## src/rtl/mem_access_ctrl_pkg.sv

```systemverilog
// Shared definitions for the memory-stage access controller: bus widths,
// FSM state encodings and the watchdog limit.
package mem_access_ctrl_pkg;

  localparam int ADDR_W = 16;
  localparam int DATA_W = 16;
  localparam int WD_W   = 8;

  // A WAIT that reaches this many cycles without mem_done is treated as a hung memory.
  localparam logic [WD_W-1:0] WD_LIMIT = 8'd255;

  typedef enum logic [1:0] {
    ST_IDLE = 2'b00,
    ST_WAIT = 2'b01,
    ST_DONE = 2'b10,
    ST_ERR  = 2'b11
  } state_t;

endpackage

```

## src/rtl/mem_access_ctrl_if.sv

```systemverilog
// Memory-side bus between the access controller (master) and the memory (slave).
interface mem_access_ctrl_if;
  import mem_access_ctrl_pkg::*;

  logic              mem_req;
  logic              mem_wr;
  logic [ADDR_W-1:0] mem_addr;
  logic [DATA_W-1:0] mem_wdata;
  logic [DATA_W-1:0] mem_rdata;
  logic              mem_done;
  logic              mem_stall;

  modport master (
    output mem_req, mem_wr, mem_addr, mem_wdata,
    input  mem_rdata, mem_done, mem_stall
  );

  modport slave (
    input  mem_req, mem_wr, mem_addr, mem_wdata,
    output mem_rdata, mem_done, mem_stall
  );

endinterface

```

## src/rtl/dff.sv

```systemverilog
// Generic register cell with synchronous active-high reset to zero and load enable.
module dff #(
  parameter int WIDTH = 1
) (
  input  logic             clk,
  input  logic             rst,
  input  logic             en,
  input  logic [WIDTH-1:0] d,
  output logic [WIDTH-1:0] q
);

  // Reset wins over load; otherwise capture d only when enabled.
  always_ff @(posedge clk) begin
    if (rst)
      q <= '0;
    else if (en)
      q <= d;
  end

endmodule

```

## src/rtl/mem_access_ctrl_wd_counter.sv

```systemverilog
// Watchdog for the WAIT state: cleared when a request is issued, counts each
// WAIT cycle and flags the cycle whose increment reaches WD_LIMIT.
module wd_counter
  import mem_access_ctrl_pkg::*;
(
  input  logic clk,
  input  logic rst,
  input  logic clear,
  input  logic enable,
  output logic tc
);

  logic [WD_W-1:0] count;

  // Saturating count so a stale value can never wrap back to zero.
  always_ff @(posedge clk) begin
    if (rst)
      count <= '0;
    else if (clear)
      count <= '0;
    else if (enable && (count != WD_LIMIT))
      count <= count + 8'd1;
  end

  // High in the WAIT cycle that brings the count up to the limit.
  assign tc = enable && (count == (WD_LIMIT - 8'd1));

endmodule

```

## src/rtl/mem_access_ctrl.sv

```systemverilog
// Memory-stage access controller: turns an EX/MEM load/store into a single
// request pulse, freezes the pipeline while the memory works, captures load
// data and falls into a terminal error state if the memory never answers.
module mem_access_ctrl
  import mem_access_ctrl_pkg::*;
(
  input  logic                 clk,
  input  logic                 rst,
  input  logic                 Mem_en,
  input  logic                 Mem_read,
  input  logic                 Mem_write,
  input  logic [ADDR_W-1:0]    address,
  input  logic [DATA_W-1:0]    write_data,
  input  logic                 flush,
  mem_access_ctrl_if.master    bus,
  output logic [DATA_W-1:0]    data_read,
  output logic                 stall_pipe,
  output logic                 mem_misalign,
  output logic                 err
);

  localparam int REQ_W = 1 + ADDR_W + DATA_W;

  logic             access;
  logic             aligned_access;
  logic             req_now;
  logic             req_fire;
  logic             stall_c;
  logic             in_wait;
  logic             wd_tc;
  logic             load_rdata;
  logic [1:0]       state_bits;
  state_t           state_q;
  state_t           state_d;
  logic [REQ_W-1:0] req_q;
  logic             req_wr_q;
  logic [ADDR_W-1:0] req_addr_q;
  logic [DATA_W-1:0] req_wdata_q;

  assign access         = Mem_en && (Mem_read || Mem_write) && !flush;
  assign aligned_access = access && !address[0];
  assign mem_misalign   = access && address[0];

  dff #(.WIDTH(2)) state_reg (
    .clk (clk),
    .rst (rst),
    .en  (1'b1),
    .d   (state_d),
    .q   (state_bits)
  );
  assign state_q = state_t'(state_bits);

  // Next-state and stall/request decode; only IDLE looks at the pipeline inputs,
  // so flush and mem_done during the request cycle are naturally ignored.
  always_comb begin
    state_d = state_q;
    req_now = 1'b0;
    stall_c = 1'b0;
    case (state_q)
      ST_IDLE: begin
        if (aligned_access) begin
          stall_c = 1'b1;
          if (!bus.mem_stall) begin
            req_now = 1'b1;
            state_d = ST_WAIT;
          end
        end
      end
      ST_WAIT: begin
        stall_c = 1'b1;
        if (bus.mem_done)
          state_d = ST_DONE;
        else if (wd_tc)
          state_d = ST_ERR;
      end
      ST_DONE: state_d = ST_IDLE;
      ST_ERR:  state_d = ST_ERR;
      default: state_d = ST_IDLE;
    endcase
  end

  // Reset overrides everything, including an access presented while rst is high.
  assign req_fire   = req_now && !rst;
  assign stall_pipe = stall_c && !rst;
  assign in_wait    = (state_q == ST_WAIT);
  assign err        = (state_q == ST_ERR);

  dff #(.WIDTH(REQ_W)) req_reg (
    .clk (clk),
    .rst (rst),
    .en  (req_fire),
    .d   ({Mem_write, address, write_data}),
    .q   (req_q)
  );
  assign {req_wr_q, req_addr_q, req_wdata_q} = req_q;

  // Fields follow the pipeline during the request cycle and are held from the register afterwards.
  assign bus.mem_req   = req_fire;
  assign bus.mem_wr    = req_fire ? Mem_write  : req_wr_q;
  assign bus.mem_addr  = req_fire ? address    : req_addr_q;
  assign bus.mem_wdata = req_fire ? write_data : req_wdata_q;

  assign load_rdata = in_wait && bus.mem_done && !req_wr_q;

  dff #(.WIDTH(DATA_W)) data_reg (
    .clk (clk),
    .rst (rst),
    .en  (load_rdata),
    .d   (bus.mem_rdata),
    .q   (data_read)
  );

  wd_counter wd (
    .clk    (clk),
    .rst    (rst),
    .clear  (req_fire),
    .enable (in_wait),
    .tc     (wd_tc)
  );

endmodule

```

## src/flat_wrapper.sv

```systemverilog
// flat-port wrapper written by rule: the top's interface ports become plain ports
module mem_access_ctrl_flat import mem_access_ctrl_pkg::*;
  (clk, rst, Mem_en, Mem_read, Mem_write, address, write_data, flush, data_read, stall_pipe, mem_misalign, err, bus_mem_req, bus_mem_wr, bus_mem_addr, bus_mem_wdata, bus_mem_rdata, bus_mem_done, bus_mem_stall);
  mem_access_ctrl_if bus_i ();
  input  logic clk;
  input  logic rst;
  input  logic Mem_en;
  input  logic Mem_read;
  input  logic Mem_write;
  input  logic [ADDR_W-1:0] address;
  input  logic [DATA_W-1:0] write_data;
  input  logic flush;
  output logic [DATA_W-1:0] data_read;
  output logic stall_pipe;
  output logic mem_misalign;
  output logic err;
  output wire logic [$bits(bus_i.mem_req)-1:0] bus_mem_req;
  output wire logic [$bits(bus_i.mem_wr)-1:0] bus_mem_wr;
  output wire logic [$bits(bus_i.mem_addr)-1:0] bus_mem_addr;
  output wire logic [$bits(bus_i.mem_wdata)-1:0] bus_mem_wdata;
  input wire logic [$bits(bus_i.mem_rdata)-1:0] bus_mem_rdata;
  input wire logic [$bits(bus_i.mem_done)-1:0] bus_mem_done;
  input wire logic [$bits(bus_i.mem_stall)-1:0] bus_mem_stall;
  assign bus_mem_req = bus_i.mem_req;
  assign bus_mem_wr = bus_i.mem_wr;
  assign bus_mem_addr = bus_i.mem_addr;
  assign bus_mem_wdata = bus_i.mem_wdata;
  assign bus_i.mem_rdata = bus_mem_rdata;
  assign bus_i.mem_done = bus_mem_done;
  assign bus_i.mem_stall = bus_mem_stall;
  mem_access_ctrl u_core (.clk(clk), .rst(rst), .Mem_en(Mem_en), .Mem_read(Mem_read), .Mem_write(Mem_write), .address(address), .write_data(write_data), .flush(flush), .bus(bus_i), .data_read(data_read), .stall_pipe(stall_pipe), .mem_misalign(mem_misalign), .err(err));
endmodule
```

## config.mk

```make
export PLATFORM = sky130hd
export DESIGN_NAME = mem_access_ctrl_flat
export DESIGN_NICKNAME = d
export VERILOG_FILES = /design/src/rtl/mem_access_ctrl_pkg.sv /design/src/rtl/mem_access_ctrl_if.sv /design/src/rtl/dff.sv /design/src/rtl/mem_access_ctrl_wd_counter.sv /design/src/rtl/mem_access_ctrl.sv /design/src/flat_wrapper.sv
export SDC_FILE = /design/constraint.sdc
export NUM_CORES = 1
export LEC_CHECK = 0
export ABC_AREA = 1
export ABC_CLOCK_PERIOD_IN_PS = 1400
export CORE_ASPECT_RATIO = 2
export CORE_MARGIN = 1.5
export CORE_UTILIZATION = 40
export DETAILED_ROUTE_END_ITERATION = 6
export GPL_ROUTABILITY_DRIVEN = 1
export HOLD_SLACK_MARGIN = 0.15
export PLACE_DENSITY = 0.76
export SKIP_LAST_GASP = 1
export SLEW_MARGIN = 5
export SYNTH_ARGS = -nofsm -noshare
export SYNTH_HDL_FRONTEND = slang
export SYNTH_SLANG_ARGS = --single-unit
```

## constraint.sdc

```tcl
create_clock -name clk -period 1.4 [get_ports clk]
set_input_delay 0.28 -clock clk [delete_from_list [all_inputs] [get_ports clk]]
set_output_delay 0.28 -clock clk [all_outputs]
set_load 0.01 [all_outputs]
```

==> results.py <==
metrics = {
    "critical_path": {
        "startpoint_type": "flop",
        "timing.critical_path.cells": "nor2_4 -> nand3_4 -> buf_16 -> buf_6 -> nand2_2 -> nand2_2 -> inv_2 -> buf_6",
        "timing.critical_path.arrival_ps": 1620,
        "worst_path_largest_cell_delay_ps": 330,
        "cp_num_buf_inv": 4,
        "endpoint_kind": "output port",
        "critPathRequiredTime_ps": 1120,
        "logic_depth_of_the_worst_path_buffers_included": 8,
        "critical_path.reg2reg.startpoint": "u_core.state_reg.q[0]$_SDFFE_PP0P_",
        "timing.critical_path.slowest_stage_cell": "sky130_fd_sc_hd__dfxtp_2",
        "timing.critical_path.to": "bus_mem_wdata[10]",
        "critical-path-top-delay-family": "buffers and inverters",
        "reg2reg_slack_ps": -120,
        "timing.critical_path.fanout_max": 8,
        "timing.critical_path.from": "u_core.state_reg.q[0]$_SDFFE_PP0P_",
        "worstSetupPathType": "flop to output port",
        "rr_worst_depth": 9,
        "r2r_end": "u_core.req_reg.q[3]$_SDFFE_PP0P_",
    },
    "timing": {
        "fmax_mhz": 525,
        "maxSlewViolCount": 0,
        "hold-worst-slack_ps": 471,
        "minimum_clock_period_ps": 1900,
        "max_slew_headroom": 0.709,
        "final-setup-viol-count": 48,
        "layout_worst_path_cycle_share": 1.36,
        "timing.final.hold_violations": 0,
        "layout_setup_ws_ps": -504,
        "worstMarginPinSlew_ps": 436,
        "final_skew_ps": 8.98,
        "rsz_0062_raised_after_global_routing": "yes",
    },
    "route": {
        "route.detailed.drc": 0,
        "drt-pass1-iter-count": 4,
        "route.vias.total": 3304,
        "drt_first_iter_violations": 132,
        "postRouteAntennaNets": 0,
        "drt-wirelength-per-cell_um": 12.9,
        "avgViaCountPerCell": 4.65,
        "wl_um": 9170,
    },
    "cts": {
        "clkLatencyLatePin_ps": 320,
        "clock-sinks": 59,
        "cts.hold.buffers_added": 0,
        "clk_transition_reported_paths_ps": 50,
        "cts_bufs_inserted": 9,
        "clock_tree.htree_level_count": 3,
        "clk_path_buf_depth": 2,
        "clockRootBuffer": "sky130_fd_sc_hd__clkbuf_16",
        "tritoncts_clock_tree": "built",
    },
    "cells_and_area": {
        "num_antenna_cells": 0,
        "mostFrequentLayoutCell": "sky130_fd_sc_hd__inv_1",
        "layout-drive-gt1-share": 0.396,
        "layout_common_cells": "sky130_fd_sc_hd__inv_1, sky130_fd_sc_hd__nor2_1, sky130_fd_sc_hd__dfxtp_1, sky130_fd_sc_hd__clkdlybuf4s50_1, sky130_fd_sc_hd__buf_4",
        "final_nets": 673,
        "synthToLayoutAreaGrowth_pct": 84.6,
    },
    "floorplan": {
        "starting_utilization_of_the_core_area": 0.409,
        "die_w_um": 63.5,
        "fp.dieArea_um2": 7870,
        "fp.coreArea_um2": 7160,
        "die-height_um": 124,
        "total_number_of_placement_rows": 44,
        "ios": 109,
    },
    "worst_hold_path": {
        "hold_class": "flop to flop",
    },
    "synth": {
        "syn_inst": 445,
        "syn-mean-instance-area_um2": 6.57,
        "yosys_warnings": 0,
        "synthesis.nets": 503,
        "synthesis.area_um2": 2930,
        "synth.yosys.seq_area_share": 0.404,
        "synth.ff_latch_count": 59,
        "synth.lib_cells_used.distinct": 23,
    },
    "placement": {
        "port_buffers": 108,
        "detailedPlacementHpwl_um": 5050,
        "place_congestion": 0.796,
    },
    "power": {
        "design_power_total_mw": 4.52,
        "power_density_nw_per_um2": 836,
        "power_leakage_nw": 2.72,
        "vdd_ir_drop_max_uv": 835,
    },
    "run_status": {
        "violations": "setup timing",
        "outcome": "finished with violations",
    },
    "global_routing": {
        "grt_first_pass_wirelength_um": 13500,
        "grt_max_degree": 35,
        "grt_pass1_vias": 3066,
        "grt_overflow": 0,
        "antenna_found_initial": 0,
        "grtUsageTotal": 0.216,
    },
    "flow_run": {
        "max_cap_violations": 0,
    },
}
==> power breakdown <==
| group | total, mW | switching (mW) | leakage [nW] | internal, mW |
|---|---|---|---|---|
| sequential | 1.74 | 0.0170 | 0.478 | 1.72 |
| combinational | 0.758 | 0.355 | 2.11 | 0.403 |
| clock | 2.02 | 0.695 | 0.141 | 1.32 |
==> layer usage <==
layer  vias to the layer above  global-route usage  share of wire
li1                       1668                   -              -
met1                      1514               0.239           0.39
met2                       110               0.382           0.53
met3                        12              0.0696          0.060
met4                         0              0.0802          0.019
met5                         -                   0              0
==> kinds of logic (layout without fill, tap and decap cells) <==
family | after synthesis | count (layout) | synth area share
buf+inv | 138 | 312 | 0.191
fa+ha+maj | 2 | 2 | 0.00855
compound gates | 27 | 27 | 0.0518
simple gates | 217 | 217 | 0.339
xor+xnor | 2 | 2 | 0.00599
flops | 59 | 59 | 0.404
==> worst min path at each step <==
stage / start / end / slack [ps] / depth (start not counted)
global placement: u_core.req_reg.q[16]$_SDFFE_PP0P_ / u_core.req_reg.q[16]$_SDFFE_PP0P_ / 440 / 2
finish: u_core.data_reg.q[14]$_SDFFE_PP0P_ / u_core.data_reg.q[14]$_SDFFE_PP0P_ / 470 / 2
CTS: u_core.req_reg.q[16]$_SDFFE_PP0P_ / u_core.req_reg.q[16]$_SDFFE_PP0P_ / 470 / 2
detailed placement: u_core.req_reg.q[16]$_SDFFE_PP0P_ / u_core.req_reg.q[16]$_SDFFE_PP0P_ / 470 / 2
floorplan: u_core.req_reg.q[16]$_SDFFE_PP0P_ / u_core.req_reg.q[16]$_SDFFE_PP0P_ / 430 / 2
global route: u_core.data_reg.q[5]$_SDFFE_PP0P_ / u_core.data_reg.q[5]$_SDFFE_PP0P_ / 500 / 2
==> Yosys cell counts, drive strengths merged <==
cell	number	share of area
nand2	96	0.12
ha	2	0.0086
a21oi	9	0.019
xor2	2	0.0060
dfxtp	59	0.40
inv	117	0.15
clkbuf	8	0.010
nor2	74	0.11
o21ai	16	0.027
a211oi	2	0.0051
nand4	35	0.075
nor3	3	0.0051
nand3b	1	0.0026
nand3	8	0.024
buf	13	0.031
==> state kept, by name, indices dropped and copies added (netlist names) <==
signal / count
u_core.data_reg.q: 16
u_core.req_reg.q: 33
u_core.state_reg.q: 2
u_core.wd.count: 8
==> layout make-up <==
class / instances / area, µm²
Inverter: 117 / 467
Sequential cell: 59 / 1180
Tap cell: 92 / 115
Clock buffer: 13 / 270
Clock inverter: 2 / 10.0
Multi-Input combinational cell: 248 / 1580
Fill cell: 482 / 1760
Timing Repair Buffer: 180 / 1780
==> per-stage QoR <==
stage	cell area [µm²]	worst slack [ps]	setup TNS [ps]	utilization	instances
detailed placement	4390	-1030	-55810	0.613	669
floorplan	2930	-5.38	-108	-	445
global route	5400	-560	-18540	0.755	711
global placement	4390	-995	-53280	0.613	669
finish	5400	-504	-14280	0.755	711
CTS	4940	-506	-16040	0.691	706
==> worst reg2reg max path, delay by kind of cell, from the launching register on <==
family                 cells  cell delay (ps)
buffers and inverters      4              590
and+or+nand+nor            5              540
DFF                        1              330
==> what timing repair did <==
item                       in CTS  in global routing
cloned                          1                  3
pin swaps                       4                 15
setup buffers                  29                 20
resized for setup             180                232
setup endpoints to repair     102                 62
Note: power is estimated with default switching activity, not from simulation.
